===== src/rtl/lock_keypad_sequencer.sv =====
// Keypad-side initiator for the six-digit lock controller: collects BCD digits,
// streams them as three pairs to the controller, judges the result and enforces lockout.
module lock_keypad_sequencer #(
  parameter int HOLD        = 2,
  parameter int JUDGE_WAIT  = 2,
  parameter int MAX_FAIL    = 3,
  parameter int LOCK_CYCLES = 16
) (
  input  logic       clk,
  input  logic       clr_n,
  input  logic       key_valid,
  input  logic [3:0] key_digit,
  input  logic       key_clear,
  input  logic       mode_set,
  input  logic       res_in,
  output logic [3:0] lock_in_a,
  output logic [3:0] lock_in_b,
  output logic       lock_a0,
  output logic       lock_a1,
  output logic       lock_m,
  output logic       lock_clr,
  output logic       busy,
  output logic [2:0] digit_cnt,
  output logic       unlock,
  output logic       fail,
  output logic       prog_done,
  output logic       locked_out,
  output logic [2:0] fail_cnt
);

  localparam int TMAX_A = (HOLD > JUDGE_WAIT) ? HOLD : JUDGE_WAIT;
  localparam int TMAX   = (TMAX_A > LOCK_CYCLES) ? TMAX_A : LOCK_CYCLES;
  localparam int TW     = $clog2(TMAX + 1);
  localparam logic [2:0] MAX_F = 3'(MAX_FAIL);

  typedef enum logic [3:0] {
    S_IDLE, S_CLR, S_SEND1, S_SEND2, S_SEND3, S_JUDGE, S_RESULT, S_DONE, S_LOCKOUT
  } state_t;

  state_t          state_q;
  logic [TW-1:0]   timer_q;
  logic [5:0][3:0] digits_q;
  logic            mode_q;
  logic [2:0]      digit_cnt_q;
  logic [2:0]      fail_cnt_q;
  logic [3:0]      in_a_q, in_b_q;
  logic [1:0]      sel_q;
  logic            lock_m_q, lock_clr_q, busy_q;
  logic            unlock_q, fail_q, prog_done_q, locked_out_q;

  // Outputs are set on the edge that enters each state, so every bus value
  // and pulse is a flop output aligned with the state it belongs to.
  always_ff @(posedge clk or negedge clr_n) begin
    if (!clr_n) begin
      state_q      <= S_IDLE;
      timer_q      <= '0;
      digits_q     <= '0;
      mode_q       <= 1'b0;
      digit_cnt_q  <= '0;
      fail_cnt_q   <= '0;
      in_a_q       <= '0;
      in_b_q       <= '0;
      sel_q        <= 2'b11;
      lock_m_q     <= 1'b1;
      lock_clr_q   <= 1'b0;
      busy_q       <= 1'b0;
      unlock_q     <= 1'b0;
      fail_q       <= 1'b0;
      prog_done_q  <= 1'b0;
      locked_out_q <= 1'b0;
    end else begin
      lock_clr_q  <= 1'b0;
      unlock_q    <= 1'b0;
      fail_q      <= 1'b0;
      prog_done_q <= 1'b0;
      case (state_q)
        S_IDLE: begin
          if (key_clear) begin
            digit_cnt_q <= '0;
            mode_q      <= 1'b0;
          end else if (key_valid && key_digit <= 4'd9) begin
            digits_q[digit_cnt_q] <= key_digit;
            digit_cnt_q           <= digit_cnt_q + 3'd1;
            if (digit_cnt_q == 3'd0) mode_q <= mode_set;
            if (digit_cnt_q == 3'd5) begin
              state_q    <= S_CLR;
              busy_q     <= 1'b1;
              lock_clr_q <= 1'b1;
              lock_m_q   <= ~mode_q;
            end
          end
        end
        S_CLR: begin
          state_q <= S_SEND1;
          timer_q <= TW'(HOLD - 1);
          sel_q   <= 2'b00;
          in_a_q  <= digits_q[0];
          in_b_q  <= digits_q[1];
        end
        S_SEND1, S_SEND2: begin
          if (timer_q == '0) begin
            timer_q <= TW'(HOLD - 1);
            if (state_q == S_SEND1) begin
              state_q <= S_SEND2;
              sel_q   <= 2'b01;
              in_a_q  <= digits_q[2];
              in_b_q  <= digits_q[3];
            end else begin
              state_q <= S_SEND3;
              sel_q   <= 2'b10;
              in_a_q  <= digits_q[4];
              in_b_q  <= digits_q[5];
            end
          end else begin
            timer_q <= timer_q - TW'(1);
          end
        end
        S_SEND3: begin
          if (timer_q == '0) begin
            sel_q    <= 2'b11;
            lock_m_q <= 1'b1;
            in_a_q   <= '0;
            in_b_q   <= '0;
            if (mode_q) begin
              state_q     <= S_DONE;
              prog_done_q <= 1'b1;
            end else begin
              state_q <= S_JUDGE;
              timer_q <= TW'(JUDGE_WAIT - 1);
            end
          end else begin
            timer_q <= timer_q - TW'(1);
          end
        end
        S_JUDGE: begin
          if (timer_q == '0) begin
            state_q <= S_RESULT;
            if (res_in) begin
              unlock_q   <= 1'b1;
              fail_cnt_q <= '0;
            end else begin
              fail_q <= 1'b1;
              if (fail_cnt_q < MAX_F) fail_cnt_q <= fail_cnt_q + 3'd1;
            end
          end else begin
            timer_q <= timer_q - TW'(1);
          end
        end
        S_RESULT: begin
          digit_cnt_q <= '0;
          // fail_cnt only reaches MAX_FAIL through a mismatch, so this implies a fail
          if (fail_cnt_q == MAX_F) begin
            state_q      <= S_LOCKOUT;
            locked_out_q <= 1'b1;
            timer_q      <= TW'(LOCK_CYCLES - 1);
          end else begin
            state_q <= S_IDLE;
            busy_q  <= 1'b0;
          end
        end
        S_DONE: begin
          digit_cnt_q <= '0;
          state_q     <= S_IDLE;
          busy_q      <= 1'b0;
        end
        S_LOCKOUT: begin
          if (timer_q == '0) begin
            state_q      <= S_IDLE;
            busy_q       <= 1'b0;
            locked_out_q <= 1'b0;
            fail_cnt_q   <= '0;
          end else begin
            timer_q <= timer_q - TW'(1);
          end
        end
        default: begin
          state_q <= S_IDLE;
          busy_q  <= 1'b0;
        end
      endcase
    end
  end

  assign lock_in_a  = in_a_q;
  assign lock_in_b  = in_b_q;
  assign lock_a0    = sel_q[0];
  assign lock_a1    = sel_q[1];
  assign lock_m     = lock_m_q;
  assign lock_clr   = lock_clr_q;
  assign busy       = busy_q;
  assign digit_cnt  = digit_cnt_q;
  assign unlock     = unlock_q;
  assign fail       = fail_q;
  assign prog_done  = prog_done_q;
  assign locked_out = locked_out_q;
  assign fail_cnt   = fail_cnt_q;

endmodule

===== config.mk =====
export PLATFORM = sky130hd
export DESIGN_NAME = lock_keypad_sequencer
export DESIGN_NICKNAME = d
export VERILOG_FILES = /design/src/rtl/lock_keypad_sequencer.sv
export SDC_FILE = /design/constraint.sdc
export NUM_CORES = 1
export LEC_CHECK = 0
export CAP_MARGIN = 10
export CORE_MARGIN = 2
export CORE_UTILIZATION = 51
export DETAILED_ROUTE_END_ITERATION = 7
export PLACE_DENSITY = 0.86
export SKIP_LAST_GASP = 1
export SLEW_MARGIN = 15
export SYNTH_ARGS = -nofsm -noshare
export SYNTH_HDL_FRONTEND = slang
export SYNTH_SLANG_ARGS = --single-unit

===== constraint.sdc =====
create_clock -name clk -period 2.11 [get_ports clk]
set_input_delay 0.5275 -clock clk [delete_from_list [all_inputs] [get_ports clk]]
set_output_delay 0.5275 -clock clk [all_outputs]
set_load 0.05 [all_outputs]

; ---- Word level (Yosys, flattened, before mapping)
; Index checks and enable logic that the tools add are counted.
[op_classes]
mux = 67
n_eq_ne = 23
n_reduce_logical = 27
order_cmp = 4
n_addsub = 3
n_bitwise = 3
[op_table]
columns = cell, count
row1 = $mux W4, 13
row2 = $pmux W4 S7, 1
row3 = $mux W1, 26
row4 = $mux W5, 5
row5 = $pmux W5 S5, 1
row6 = $bwmux W24, 1
row7 = $pmux W4 S3, 2
row8 = $mux W3, 7
row9 = $ne A2 B2 Y1 const B, 10
row10 = $eq A4 B3 Y1 const B, 4
row11 = $demux W4 S3, 1
row12 = $pmux W3 S2, 2
row13 = $reduce_and A3 Y1, 4
row14 = $reduce_bool A2 Y1, 6
row15 = $ne A3 B3 Y1 const B, 3
row16 = $eq A4 B2 Y1 const B, 2
row17 = $mux W2, 4
row18 = $reduce_and A4 Y1, 2
row19 = $reduce_and A7 Y1, 1
row20 = $add A3 B1 Y3 const B, 2
row21 = $pmux W2 S3, 1
row22 = $reduce_and A6 Y1, 1
row23 = $reduce_or A2 Y1, 3
row24 = $logic_not A5 Y1, 1
row25 = 20 further kinds, 24
[totals]
register_bits = 57
inputBits = 10
wordCells = 148

; ---- Depth between registers and ports, before layout
[logic_depth]
word_depth = 5
depth_mapped = 8

; ---- Worst setup path before layout
; OpenSTA, ideal clock, no wires.
[synth_path]
kind = reg2reg
start = register fail_cnt_q[0] (netlist: fail_cnt[0])
end = register timer_q[3]
n_path_buf = 0
setup_slack_ps = -63
t_arrival_ps = 2052
stages_incl_launch_ff = 8
period_less_slack_ps = 2173
setup_time_ps = 121
cell_sequence = dfrtp_1 ha_1 ha_1 nand2b_1 a311oi_1 a2bb2oi_2 o21ai_0 a22o_1
[synth_between]
elab_chain_len = 3
[synth_lines]
columns = element, line
row1 = "start, declared", 45  ; logic [2:0] fail_cnt_q;
row2 = "start signal, assigned", 143  ; if (fail_cnt_q < MAX_F) fail_cnt_q <= fail_cnt_q + 3'd1;
row3 = $eq A3 B2 Y1, 152  ; if (fail_cnt_q == MAX_F) begin
row4 = $ne A2 B2 Y1 (no source line), -
row5 = $reduce_and A4 Y1 (no source line), -
row6 = "end signal, assigned", 146  ; timer_q <= timer_q - TW'(1);
row7 = "end signal, assigned", 155  ; timer_q <= TW'(LOCK_CYCLES - 1);
row8 = "end signal, assigned", 173  ; timer_q <= timer_q - TW'(1);
row9 = "end, declared", 41  ; logic [TW-1:0] timer_q;
; Every way passes these cells.
; A chain may end at the register's enable or synchronous reset.

; ---- Worst setup path after layout
[layout_path]
start = register timer_q[0]
end = register timer_q[2]
[layout_between]
elab_chain_len = 3
[layout_lines]
columns = element, line
row1 = "start signal, assigned", 95  ; timer_q <= TW'(HOLD - 1);
row2 = "start signal, assigned", 102  ; timer_q <= TW'(HOLD - 1);
row3 = "start signal, assigned", 115  ; timer_q <= timer_q - TW'(1);
row4 = $sub A5 B1 Y5 / $logic_not A5 Y1 (equally long branches), -
row5 = "$mux W5, or another cell as far along", "136, 167"
row6 = $pmux W5 S5 / $reduce_and A4 Y1 (equally long branches), -
; Parallel ways exist; a longest one is shown, timed or not. The select of a mux whose other input is x is not followed.

==> impl_metrics.csv <==
group,metric,value,unit
run_status,status,"finished, final reports clean",
job,maxCapViolations,0,
route,ant_nets,0,
place,preCtsSetupSlack,-153,ps
sta,finalCriticalPeriod,2070,ps
grt,gr-total-overflow,0,
synth,synthCells,273,
sta,hold_ws,111,ps
sta,worstMarginPinSlew,498,ps
route,routed_wl,6690,um
place,dp_hpwl,4890,um
floorplan,die_h,80.1,um
synth,seq_area_frac_synth,48.5,%
route,drc_errors,0,
sta,setup_ws,35.1,ps
cells_and_area,seqCellArea,1430,um^2
sta,finalClockSkew,8.44,ps
clock_tree,cts.sinks,57,
clock_tree,cts_buffers,9,
synth,yosys.area.top_type,"dfrtp_1",
setup_path,r2r_setup_slack,40,ps
sta,slew-limit-headroom,66.7,%
place,io_buffers,32,
clock_tree,path_clk_slew,70,ps
cells_and_area,drive_above_1_share,24.9,%
sta,finalCritPeriodShare,98.3,%
setup_path,start_kind,"flop",
grt,grt_pass1_wl,11000,um
synth,synth_most_common_cell,"dfrtp_1",
sta,rsz0062_at_grt,"true",
cells_and_area,fin_nets,349,
setup_path,cp.required,2340,ps
cells_and_area,fin_util,67.8,%
synth,syn_avg_cell_area,10.8,um^2
place,gp_congestion,0.868,
clock_tree,clk_path_buf_depth,2,
floorplan,die_area,6410,um^2
clock_tree,root_buffer,"clkbuf_8",
synth,yosys_warnings,0,
sta,hold_violations,0,
synth,synth.distinct_cells,53,
synth,synth_fp_nets,289,
floorplan,core_area,5540,um^2
floorplan,num_rows,27,
clock_tree,htreeDepth,3,
setup_path,cp-end-kind,"flop",
synth,synthArstFlopShare,100,%
setup_path,worstPathArrival,2300,ps
route,num_vias,2377,
floorplan,io_pins,33,
synth,yosysTopAreaCellShare,45.8,%
power_and_ir_drop,ir_drop,1.15,mV
route,wl_per_cell,16.4,um
route,drtIter0Drc,115,
sta,setup_viol,0,
floorplan,start_util,53.3,%
clock_tree,hold_buffers,0,
grt,grt_pass1_vias,2414,
cells_and_area,syn2layout_area_growth,27.3,%
setup_path,path_class,"flop to flop",
synth,synthTopCellsByArea,"dfrtp_1, mux2_1, a21oi_1, mux2_2, nor2_1",
power_and_ir_drop,powerDensity,1530,nW/um^2
cells_and_area,multiInputGateArea,1460,um^2
synth,synth_edf_count,0,
grt,grt_max_degree,42,
synth,synth_area,2950,um^2
synth,ys_ff_latch,57,
synth,synth_commonest_cells,"dfrtp_1, mux2_1, nor2_1, a21oi_1, nand2_1",
min_path,hp-class,"input pin to async pin",
power_and_ir_drop,p_leak,0.00172,uW
setup_path,cp_max_fo,6,
sta,max_freq,482,MHz
sta,fin_setup_tns,0,ps
cells_and_area,diodes,0,
clock_tree,worstSkewPairLatency,340,ps
grt,grt_use_total,22.4,%
power_and_ir_drop,power,5740,uW
route,via_per_inst,5.81,
grt,antenna_found_initial,0,
sta,report.final.slew_viol_count,0,
floorplan,fp.dieW,80.1,um
synth,synth_flop_cell,"dfrtp_1",
cells_and_area,fillers,419,
route,dr.pass1.iters,4,
clock_tree,cts_tree,"yes",
cells by family after synthesis:
| group | count (synthesis) | synth area share [%] |
|---|---|---|
| adders and majority gates | 6 | 2.54 |
| muxes | 34 | 12.9 |
| and+or+nand+nor | 84 | 16.3 |
| DFF | 57 | 48.5 |
| AOI/OAI and AO/OA | 70 | 16.3 |
| xor gates and xnor gates | 1 | 0.297 |
| buffers and inverters | 21 | 3.18 |
state kept, by name, indices dropped and copies added, names as in the netlist:
register and flops:
fail_cnt 3, state_q 4, fail 1, unlock 1, sel_q 2, busy 1
digits_q 24, mode_q 1, lock_in_b 4, prog_done 1, lock_m 1, lock_in_a 4
locked_out 1, timer_q 5, lock_clr 1, digit_cnt 3
cell usage in the layout, fill, tap and decap left out, types with 9 or more instances in the layout:
master,count
a21oi_1,21
a22oi_1,10
buf_4,33
clkbuf_8,11
clkdlybuf4s50_1,25
dfrtp_1,52
mux2_1,24
mux2_2,9
nand2_1,12
nand3_1,9
nor2_1,24
nor3_1,10
where the power goes:
part           switching, uW  total, uW  internal [uW]  leakage, uW
clock network            412       1010            599     0.000102
logic                   1670       2940           1270     0.000893
registers                332       1790           1460     0.000725
repair_timing:
item | CTS | global route
hold endpoints to repair | 0 | 0
resized for setup | 0 | 9
setup endpoints to repair | 0 | 10
setup buffers | 0 | 2
per-stage QoR:
stage,instances,cell area [um^2]
after floorplan,273,2950
after global placement,392,3520
after detailed placement,392,3520
after CTS,407,3710
after global routing,409,3760
final,409,3760
final cells by class:
type / count / share of cell area (%)
inverter: 8 / 0.799
clock inverter: 3 / 1.07
sequential: 57 / 38.1
multi-input combinational: 195 / 38.7
clock buffer: 12 / 4.13
tap: 72 / 2.40
timing repair buffer: 62 / 14.7
worst max-delay path: stages (launching register included):
cell and delay (ps):
dfrtp_1 410, inv_2 90, ha_4 130, or4b_4 470, a32o_2 250, nor3_4 280, o21ai_1 120, a22o_1 210
routing by layer:
layer | global-route usage, % | part of all wire [%] | routed length, um
met2 | 40.1 | 55 | 3650
met5 | 0 | 0 | 0
met1 | 25.5 | 40 | 2680
met4 | 7.46 | 1.9 | 124
met3 | 6.63 | 3.5 | 232
final timing paths:
check | from | endpoint | depth (start not counted)
max in group asynchronous | clr_n | lock_m | 2
min | clr_n | prog_done | 1
min in group clk | busy | busy | 1
min reg2reg | busy | busy | 1
max | timer_q[0] | timer_q[2] | 7
max reg2reg | timer_q[0] | timer_q[2] | 7
Power figures use the tool's default switching activity.
